**src/rtl/ddr_arb_pkg.sv**
```systemverilog
// Shared types and helpers for the DDR3 read/write arbiter: FSM states, grant owner,
// and burst byte-size arithmetic.
package ddr_arb_pkg;

    typedef enum logic [2:0] {
        IDLE    = 3'd0,
        WR_REQ  = 3'd1,
        WR_BUSY = 3'd2,
        RD_REQ  = 3'd3,
        RD_BUSY = 3'd4
    } arb_state_e;

    typedef enum logic {
        GNT_WR = 1'b0,
        GNT_RD = 1'b1
    } grant_e;

    // Bytes moved by one burst of (len+1) beats of beat_bytes each.
    function automatic logic [31:0] burst_bytes(input logic [15:0] len,
                                                input logic [31:0] beat_bytes);
        return (32'(len) + 32'd1) * beat_bytes;
    endfunction

endpackage

```
**src/rtl/ddr_addr_gen.sv**
```systemverilog
// Burst start-address pointer for one side: walks [beg_addr, end_addr] in whole bursts,
// wraps to beg_addr when the next burst would not fit, and can be held at beg_addr.
module ddr_addr_gen
    import ddr_arb_pkg::*;
#(
    parameter int AXI_DATA_WIDTH = 64,
    parameter int AXI_ADDR_WIDTH = 30,
    parameter int LEN_WIDTH      = 8
) (
    input  logic                      clk,
    input  logic                      rst,
    input  logic                      idle,
    input  logic                      clr,
    input  logic                      advance,
    input  logic [AXI_ADDR_WIDTH-1:0] beg_addr,
    input  logic [AXI_ADDR_WIDTH-1:0] end_addr,
    input  logic [LEN_WIDTH-1:0]      len,
    output logic [AXI_ADDR_WIDTH-1:0] addr,
    output logic                      wrap
);

    localparam int          AW1        = AXI_ADDR_WIDTH + 1;
    localparam logic [31:0] BEAT_BYTES = 32'(AXI_DATA_WIDTH / 8);

    logic [AW1-1:0] bytes;
    logic [AW1-1:0] nxt;
    logic [AW1-1:0] nxt_last;

    assign bytes    = AW1'(burst_bytes(16'(len), BEAT_BYTES));
    assign nxt      = {1'b0, addr} + bytes;
    assign nxt_last = nxt + bytes - AW1'(1);

    always_ff @(posedge clk) begin
        if (rst) begin
            addr <= beg_addr;
            wrap <= 1'b0;
        end else begin
            wrap <= 1'b0;
            if (advance) begin
                // A clear that arrived mid-burst lands here: restart silently, no wrap pulse.
                if (clr) begin
                    addr <= beg_addr;
                end else if (nxt_last > {1'b0, end_addr}) begin
                    addr <= beg_addr;
                    wrap <= 1'b1;
                end else begin
                    addr <= nxt[AXI_ADDR_WIDTH-1:0];
                end
            end else if (clr && idle) begin
                addr <= beg_addr;
            end
        end
    end

endmodule

```
**src/rtl/ddr_rw_arbiter.sv**
```systemverilog
// Shares one DDR3 AXI master between the write-FIFO ingest path and the read-FIFO fetch
// path: round-robin burst grants, per-side address windows with wrap-around.
module ddr_rw_arbiter
    import ddr_arb_pkg::*;
#(
    parameter int AXI_DATA_WIDTH = 64,
    parameter int AXI_ADDR_WIDTH = 30,
    parameter int LEN_WIDTH      = 8,
    parameter int CNT_WIDTH      = 10
) (
    input  logic                      clk,
    input  logic                      rst,
    input  logic                      calib_done,
    input  logic [AXI_ADDR_WIDTH-1:0] wr_beg_addr,
    input  logic [AXI_ADDR_WIDTH-1:0] wr_end_addr,
    input  logic [LEN_WIDTH-1:0]      wr_burst_len,
    input  logic                      wr_addr_clr,
    input  logic [CNT_WIDTH-1:0]      wr_fifo_cnt,
    input  logic [AXI_ADDR_WIDTH-1:0] rd_beg_addr,
    input  logic [AXI_ADDR_WIDTH-1:0] rd_end_addr,
    input  logic [LEN_WIDTH-1:0]      rd_burst_len,
    input  logic                      rd_mem_enable,
    input  logic [CNT_WIDTH-1:0]      rd_fifo_space,
    output logic                      wr_req,
    input  logic                      wr_ack,
    input  logic                      wr_done,
    output logic [AXI_ADDR_WIDTH-1:0] wr_addr,
    output logic [LEN_WIDTH-1:0]      wr_len,
    output logic                      wr_wrap,
    output logic                      rd_req,
    input  logic                      rd_ack,
    input  logic                      rd_done,
    output logic [AXI_ADDR_WIDTH-1:0] rd_addr,
    output logic [LEN_WIDTH-1:0]      rd_len,
    output logic                      rd_wrap,
    output logic                      busy,
    output logic [2:0]                dbg_state
);

    // Handshake: *_req rises the cycle after a grant and holds, with *_addr/*_len stable,
    // until the master pulses *_ack; *_done closes the burst. Pulses outside the matching
    // state are ignored; ack+done together in *_REQ complete the burst at once.
    localparam int CW1 = CNT_WIDTH + 1;

    arb_state_e state;
    grant_e     last_grant;
    logic       wr_ok, rd_ok;
    logic       wr_adv, rd_adv;
    logic       idle;

    assign idle  = (state == IDLE);
    assign wr_ok = calib_done && !wr_addr_clr &&
                   ({1'b0, wr_fifo_cnt} >= (CW1'(wr_burst_len) + CW1'(1)));
    assign rd_ok = calib_done && rd_mem_enable &&
                   ({1'b0, rd_fifo_space} >= (CW1'(rd_burst_len) + CW1'(1)));

    assign wr_adv = wr_done && ((state == WR_BUSY) || (state == WR_REQ && wr_ack));
    assign rd_adv = rd_done && ((state == RD_BUSY) || (state == RD_REQ && rd_ack));

    assign wr_req    = (state == WR_REQ);
    assign rd_req    = (state == RD_REQ);
    assign busy      = !idle;
    assign dbg_state = state;

    always_ff @(posedge clk) begin
        if (rst) begin
            state      <= IDLE;
            last_grant <= GNT_RD;
            wr_len     <= '0;
            rd_len     <= '0;
        end else begin
            case (state)
                IDLE: begin
                    if (wr_ok && (!rd_ok || last_grant == GNT_RD)) begin
                        state      <= WR_REQ;
                        last_grant <= GNT_WR;
                        wr_len     <= wr_burst_len;
                    end else if (rd_ok) begin
                        state      <= RD_REQ;
                        last_grant <= GNT_RD;
                        rd_len     <= rd_burst_len;
                    end
                end
                WR_REQ:  if (wr_ack)  state <= wr_done ? IDLE : WR_BUSY;
                WR_BUSY: if (wr_done) state <= IDLE;
                RD_REQ:  if (rd_ack)  state <= rd_done ? IDLE : RD_BUSY;
                RD_BUSY: if (rd_done) state <= IDLE;
                default: state <= IDLE;
            endcase
        end
    end

    ddr_addr_gen #(
        .AXI_DATA_WIDTH (AXI_DATA_WIDTH),
        .AXI_ADDR_WIDTH (AXI_ADDR_WIDTH),
        .LEN_WIDTH      (LEN_WIDTH)
    ) u_wr_addr (
        .clk      (clk),
        .rst      (rst),
        .idle     (idle),
        .clr      (wr_addr_clr),
        .advance  (wr_adv),
        .beg_addr (wr_beg_addr),
        .end_addr (wr_end_addr),
        .len      (wr_len),
        .addr     (wr_addr),
        .wrap     (wr_wrap)
    );

    ddr_addr_gen #(
        .AXI_DATA_WIDTH (AXI_DATA_WIDTH),
        .AXI_ADDR_WIDTH (AXI_ADDR_WIDTH),
        .LEN_WIDTH      (LEN_WIDTH)
    ) u_rd_addr (
        .clk      (clk),
        .rst      (rst),
        .idle     (idle),
        .clr      (!rd_mem_enable),
        .advance  (rd_adv),
        .beg_addr (rd_beg_addr),
        .end_addr (rd_end_addr),
        .len      (rd_len),
        .addr     (rd_addr),
        .wrap     (rd_wrap)
    );

endmodule

```
**config.mk**
```make
export PLATFORM = sky130hd
export DESIGN_NAME = ddr_rw_arbiter
export DESIGN_NICKNAME = d
export VERILOG_FILES = /design/src/rtl/ddr_arb_pkg.sv /design/src/rtl/ddr_addr_gen.sv /design/src/rtl/ddr_rw_arbiter.sv
export SDC_FILE = /design/constraint.sdc
export NUM_CORES = 1
export LEC_CHECK = 0
export ABC_CLOCK_PERIOD_IN_PS = 17100
export CAP_MARGIN = 0
export CORE_ASPECT_RATIO = 0.5
export CORE_MARGIN = 5
export CORE_UTILIZATION = 35
export CTS_CLUSTER_SIZE = 8
export DETAILED_ROUTE_END_ITERATION = 6
export PLACE_DENSITY = 0.64
export SETUP_SLACK_MARGIN = 0.02
export SLEW_MARGIN = 0
export SYNTH_ARGS = -nofsm -noshare
export SYNTH_HDL_FRONTEND = slang
export SYNTH_SLANG_ARGS = --single-unit
```
**constraint.sdc**
```tcl
create_clock -name clk -period 17.1 [get_ports clk]
set_input_delay 2.565 -clock clk [delete_from_list [all_inputs] [get_ports clk]]
set_output_delay 2.565 -clock clk [all_outputs]
set_load 0.005 [all_outputs]
```
Yosys cells after proc, flatten, opt, wreduce, memory -nomap -nowiden
Cells that the tools add are included.
- add/sub/neg operators: 10
- multiply operators: 0
- divide/modulo/power cells: 0
- magnitude comparators: 4
- equal/unequal tests: 9
- shift-type cells: 0
- mux-type cells: 23
- bitwise gates (word level): 4
- reductions and logical operators: 28
- operator list (kind ; number):
    30-bit two-way mux ; 10
    30-bit by 31-bit adder with 31-bit output ; 2
    31-bit adder ; 2
    31-bit by 30-bit > comparator with 1-bit output ; 2
    31-bit by 1-bit subtractor with 31-bit output (second input constant) ; 2
    8-bit by 1-bit adder with 9-bit output (second input constant) ; 4
    3-bit two-way mux ; 7
    10-bit by 9-bit greater-or-equal comparator with 1-bit output ; 2
    3-bit case mux with 5 select lines ; 1
    1-bit logical AND ; 11
    3-bit by 2-bit == test with 1-bit output (second input constant) ; 2
    3-bit nonzero test ; 2
    3-bit OR reduction ; 2
    5-bit AND reduction ; 1
    1-bit logical NOT ; 4
    1-bit two-way mux ; 4
    2-bit by 1-bit inequality test with 1-bit output (second input constant) ; 2
    2-bit inequality test (second input constant) ; 2
    1-bit NOT ; 4
    2-bit AND reduction ; 2
    3-bit by 1-bit == test with 1-bit output (second input constant) ; 1
    3-bit == test (second input constant) ; 1
    3-bit logical NOT ; 1
    1-bit logical OR ; 3
    other kinds (4) ; 4
- register bits after elaboration: 82
- latch bits: 0
- memory bits (writable): 0
- ROM bits: 0
- memories kept: 0

Depth between registers and ports, before layout
- word-level depth: 9
- gate-level depth with buffers: 34
- gate-level depth less buffers: 33

Modules after synthesis
From an unflattened synthesis, not the netlist that was laid out.
- cell total of the unflattened synthesis: 1302
- area, all modules: 11080.6 sq um
- modules (own cells, without submodules) (module ; times used ; cells an instance ; area an instance (sq um) ; sequential area each (sq um)):
    ddr_addr_gen at u_wr_addr ; 1 ; 545 ; 4720.8 ; 920.9
    ddr_addr_gen at u_rd_addr ; 1 ; 565 ; 4680.7 ; 920.9
    ddr_rw_arbiter ; 1 ; 192 ; 1679.1 ; 400.4

Least setup slack after synthesis
Ideal clock, no wire load.
- path kind: register to register
- start: reg rd_len[0]
- end: reg u_rd_addr.addr[12] (data pin)
- setup time: 0.262 ns
- arrival time: 6.266 ns
- data required time: 16.838 ns
- slack: 10.572 ns
- stages on the path, launching flop included: 31
- clock period less this slack: 6.528 ns
- path through: dfxtp_1 ha_1 xor2_1 ha_1 nor2b_1 o31a_1 o41a_1 or2_2 a21o_1 nor2b_1 and3_1 xor2_1 inv_1 ha_1 buf_2 o21ai_0 a21oi_1 o21ai_1 o211ai_1 a41oi_1 o21ai_0 xnor2_1 ha_1 a21o_1 a211oi_1 nand2_1 or3_1 and3b_1 nor4_4 buf_4 mux2_1
- cells in the longest elaborated chain, start to end: 9
- ends and longest elaborated chain (element ; line ; RTL):
    from (decl) ; ddr_rw_arbiter.sv:34 ; output logic [LEN_WIDTH-1:0] rd_len,
    from (signal assigned) ; ddr_rw_arbiter.sv:81 ; rd_len <= rd_burst_len;
    8-bit by 1-bit adder with 9-bit output (*) ; ddr_arb_pkg.sv:21 ; return (32'(len) + 32'd1) * beat_bytes;
    30-bit by 31-bit adder with 31-bit output ; ddr_addr_gen.sv:30 ; assign nxt = {1'b0, addr} + bytes;
    31-bit adder ; ddr_addr_gen.sv:31 ; assign nxt_last = nxt + bytes - AW1'(1);
    31-bit by 1-bit subtractor with 31-bit output ; ddr_addr_gen.sv:31 ;
    31-bit by 30-bit > comparator with 1-bit output ; ddr_addr_gen.sv:43 ; end else if (nxt_last > {1'b0, end_addr}) begin
    30-bit two-way mux (*) ; ddr_addr_gen.sv:43 ;
    30-bit two-way mux (*) ; ddr_addr_gen.sv:41 ; if (clr) begin
    30-bit two-way mux (*) ; ddr_addr_gen.sv:39 ; if (advance) begin
    30-bit two-way mux (*) ; ddr_addr_gen.sv:34 ; if (rst) begin
    to (signal assigned) ; ddr_addr_gen.sv:35 ; addr <= beg_addr;
    to (signal assigned) ; ddr_addr_gen.sv:42 ; addr <= beg_addr;
    to (signal assigned) ; ddr_addr_gen.sv:44 ; addr <= beg_addr;
    to (decl) ; ddr_addr_gen.sv:18 ; output logic [AXI_ADDR_WIDTH-1:0] addr,
Every way passes the cells marked *; elsewhere a longest branch is shown, timed or not.
A chain may end at the register's enable or synchronous reset.

Worst setup path in the final report
- start: reg wr_len[0]
- end: reg u_wr_addr.addr[24] (data pin)
- cells in the longest elaborated chain, start to end: 9
- ends and longest elaborated chain (element ; line ; RTL):
    from (decl) ; ddr_rw_arbiter.sv:28 ; output logic [LEN_WIDTH-1:0] wr_len,
    from (signal assigned) ; ddr_rw_arbiter.sv:77 ; wr_len <= wr_burst_len;
    8-bit by 1-bit adder with 9-bit output (*) ; ddr_arb_pkg.sv:21 ;
    30-bit by 31-bit adder with 31-bit output ; ddr_addr_gen.sv:30 ;
    31-bit adder ; ddr_addr_gen.sv:31 ;
    31-bit by 1-bit subtractor with 31-bit output ; ddr_addr_gen.sv:31 ;
    31-bit by 30-bit > comparator with 1-bit output ; ddr_addr_gen.sv:43 ;
    30-bit two-way mux (*) ; ddr_addr_gen.sv:43 ;
    30-bit two-way mux (*) ; ddr_addr_gen.sv:41 ;
    30-bit two-way mux (*) ; ddr_addr_gen.sv:39 ;
    30-bit two-way mux (*) ; ddr_addr_gen.sv:34 ;
    to (signal assigned) ; ddr_addr_gen.sv:35 ;
    to (signal assigned) ; ddr_addr_gen.sv:42 ;
    to (signal assigned) ; ddr_addr_gen.sv:44 ;
    to (decl) ; ddr_addr_gen.sv:18 ;
Marked as above.

==> results by stage <==
Run status:
- The flow ran to the end, and the final reports show no timing, DRC or antenna violations.

Timing:
- At the pin with the least slew margin, the transition time is 0.8879 ns.
- The final number of max-transition violations is 0.
- The relative slew slack is 0.3927.
- The final number of hold-violating endpoints is 0.
- The clock period could shrink to 7.975 ns.
- Setup repair after global routing left no endpoint under its margin.
- The setup total negative slack is 0 ns.
- Derived from the worst setup path, the maximum achievable clock frequency is 0.1254 GHz.
- The number of failing setup endpoints in the final timing report is 0.
- Clock skew on the completed layout was measured at 0.01522 ns.
- Dividing the final minimum period by the clock period gives 0.4664.

Clocking:
- The maximum level of the CTS H-tree is 3.
- CTS saw 82 sinks.
- The number of clock buffers added by TritonCTS is 9.
- The insertion delay to the later sink of the worst-skew pair is 0.37 ns.
- After clock tree synthesis, the repair step resized 0 gates.
- No sink is reached through more buffers than the 2 on the longest clock path.
- After clock tree synthesis, the clock-pin slew on the worst setup and hold paths is 0.07 ns.
- The clock tree from TritonCTS is done.
- The number of hold buffers added after cts is 0.
- The buffer cell driving the clock tree root is sky130_fd_sc_hd__clkbuf_16.
- In this run the post-CTS setup repair buffer count came out at 0.

Drt:
- For this run, design rule violations remaining after detail routing come to 0.
- The overall routed net length is 30.61 mm.
- The average wire per cell in the routed design is 15.89 um.
- The highest metal layer carrying signal wires in the routed design is met4.
- The number of iterations in the first detailed-routing pass is 4.
- The total via count in the routed design is 9637.
- In this run the remaining antenna-violating nets after routing total 0.
- The routed length on met2 is 15.60 mm.
- The per-cell via count in the routed design is 5.001.
- The initial detailed-routing violation count is 418.
- In the final routing, the length of wire on met1 measures 13.12 mm.
- Detailed routing placed a total of 1.131 mm of wire on met3.

Cells and area:
- The net count of the finished layout is 1868.
- In the final layout, the multi-input gates occupy 7518 sq um.
- The layout cell share with drive strength beyond 1 is 0.02160.
- The filler cells instantiated in the layout total 2976.
- Excluding fillers, the count of instances in the completed layout stands at 1927.
- The storage element area is 2242 sq um.
- Relative to the synthesized area, the layout overhead comes to 30.82%.
- The antenna diode count is 0.

Synth:
- The synthesized flop and latch total is 82.
- The Yosys step of the flow raised 0 warnings.
- Of the post-synthesis cell area, the dominant cell type holds 0.2076.
- The number of instances in the synthesized netlist is 1276.
- The commonest cells after synthesis are sky130_fd_sc_hd__inv_1, sky130_fd_sc_hd__ha_1, sky130_fd_sc_hd__nor2_1.
- The most frequent cell after synthesis is sky130_fd_sc_hd__inv_1.
- The dominant register cell in the synthesized netlist is sky130_fd_sc_hd__edfxtp_1.
- The cell type with the largest total area after synthesis is sky130_fd_sc_hd__ha_1.
- Averaged over all synthesized cells, the footprint is 8.312 sq um.
- Counting flops with an async set or reset pin after synthesis yields a share of 0.
- When the netlist entered floorplanning its net count stood at 1621.
- Yosys mapped the design onto 69 distinct sky130hd cell types.
- By area the synthesized netlist is led by sky130_fd_sc_hd__ha_1, sky130_fd_sc_hd__edfxtp_1, sky130_fd_sc_hd__inv_1.
- The share of the Yosys chip area taken by registers is 0.2114.
- Yosys mapped a number of flops with a built-in enable equal to 60.
- After synthesis the cells add up to 10610 sq um.

Setup path:
- In this run the worst path has a maximum fanout of 20.
- The timing startpoint of the critical path is wr_len[0].
- STA classifies the critical path endpoint as a flop.
- Together, buffers and inverters on the worst path number 1.
- The nature of the critical path startpoint is a flop.
- The kind of critical path is flop to flop.
- The worst flop-to-flop path startpoint is wr_len[0].
- Among all stages on the critical path, the largest delay is contributed by sky130_fd_sc_hd__a2111oi_0.
- On the worst path, the slowest cell contributes a delay of 0.80 ns.
- The endpoint arrival time on the critical path is 8.08 ns.
- The data required time of the worst path is 17.21 ns.
- The cell family with the largest share of critical-path delay is compound AO/OA/AOI/OAI gates.

Global routing:
- The first global-routing pass estimated 48.32 mm of wire.
- The pin count of the biggest net entering global routing is 32.
- The number of global-route vias before repair is 9414.
- The total overflow reported by the global router is 0.
- The overall track demand over capacity in global routing is 0.1735.
- The number of antenna violations at the first check in global routing came to 0.

Place:
- The count of port buffers added during placement is 248.
- The sum of net half-perimeters after detailed placement is 26.06 mm.
- At the end of routability-driven placement, the weighted congestion stood at 0.8623.
- Including well taps, the total number of placed cells is 1911.

Run:
- The number of maximum-capacitance violations is 0.

Floorplan:
- The area of the die is 34100 sq um.
- The die height is 133.1 um.
- The area of the core is 30120 sq um.
- Row generation in the floorplan step produced 45 rows.
- The initial utilization of the core area, before any placement, comes to 0.3521.
- The width of the chip is 256.2 um.
- The number of primary I/O pins is 249.

Min path:
- In this run the worst hold path is classified as flop to flop.
- The launch point of the worst hold path is last_grant.

Power:
- Across the VDD grid, the largest voltage drop is 0.00005701 V.
- For this design the static power due to leakage is 6.157 nW.
- In this run the power density over the cells is 135.9 nW/um^2.
## stage by stage
step           cell area (sq um)  power (mW)  hold slack (ns)  utilization  setup WS, ns
3_5_place_dp               13550       1.665           0.4950       0.4498         9.224
5_1_grt                    13880       2.086           0.5573       0.4606         8.575
6_report                   13880       1.886           0.5115       0.4606         9.125
4_1_cts                    13880       1.901           0.5068       0.4606         9.123
3_3_place_gp               13550       1.657           0.4870       0.4498         9.287
2_1_floorplan              10610       1.286           0.4703            -         10.57
## sequential cells by signal (all words and copies together), names as in the netlist
signal          count
u_rd_addr.addr     30
dbg_state           3
rd_len              8
u_wr_addr.wrap      1
u_wr_addr.addr     30
u_rd_addr.wrap      1
wr_len              8
last_grant          1
## where the power goes
part	switching (mW)	internal, mW
clock	0.0951	0.129
sequential	0.0410	0.260
combinational	0.727	0.633
total	0.863	1.02
## per-layer routing
metal	GRT usage	vias up
met3	0.03352	47
met5	0	-
met1	0.2051	4436
li1	-	4985
met2	0.3223	169
met4	0.04940	0
## final cells by class
type,instances,area share
clock buffers,9,0.01623
well taps,399,0.03598
inverters,205,0.05546
repair buffers,253,0.1816
flip-flops and latches,82,0.1616
multi-input cells,972,0.5418
clock inverters,7,0.007304
## placed cells by master (no fill, tap or decap), drive strengths merged, types with 26 or more instances in the layout
cell type and instances:
nand3 44, nor2 86, o21ai 58, ha 176, mux2i 38, nor2b 26, clkdlybuf4s50 248, a21o 37
mux2 36, xor2 43, edfxtp 60, inv 206, nand2 66, xnor2 83, nor3 29, a21oi 74
## logic make-up (layout without fill, tap and decap cells)
| group | after synthesis | in the layout | share of synthesized area |
|---|---|---|---|
| AO/OA/AOI/OAI | 274 | 274 | 0.1665 |
| XOR/XNOR | 126 | 126 | 0.1048 |
| adder cells (fa/ha/maj) | 180 | 180 | 0.2152 |
| buffers and inverters | 222 | 474 | 0.08033 |
| flip-flops | 82 | 82 | 0.2114 |
| multiplexers | 74 | 74 | 0.07408 |
| AND/OR/NAND/NOR | 318 | 318 | 0.1478 |
## worst paths after layout
kind,to,slack [ns],cells past startpoint
hold / removal,last_grant,0.51,2
setup / recovery,u_wr_addr.addr[24],9.12,25
setup reg to reg,u_wr_addr.addr[24],9.12,25
hold reg to reg,last_grant,0.51,2
## tightest hold or removal path, cell delays in order, from the launching register on
cell and delay [ns]:
sky130_fd_sc_hd__dfxtp_1 0.34, sky130_fd_sc_hd__nand2_1 0.06, sky130_fd_sc_hd__nand3b_1 0.06
(Power assumes the default switching activity.)
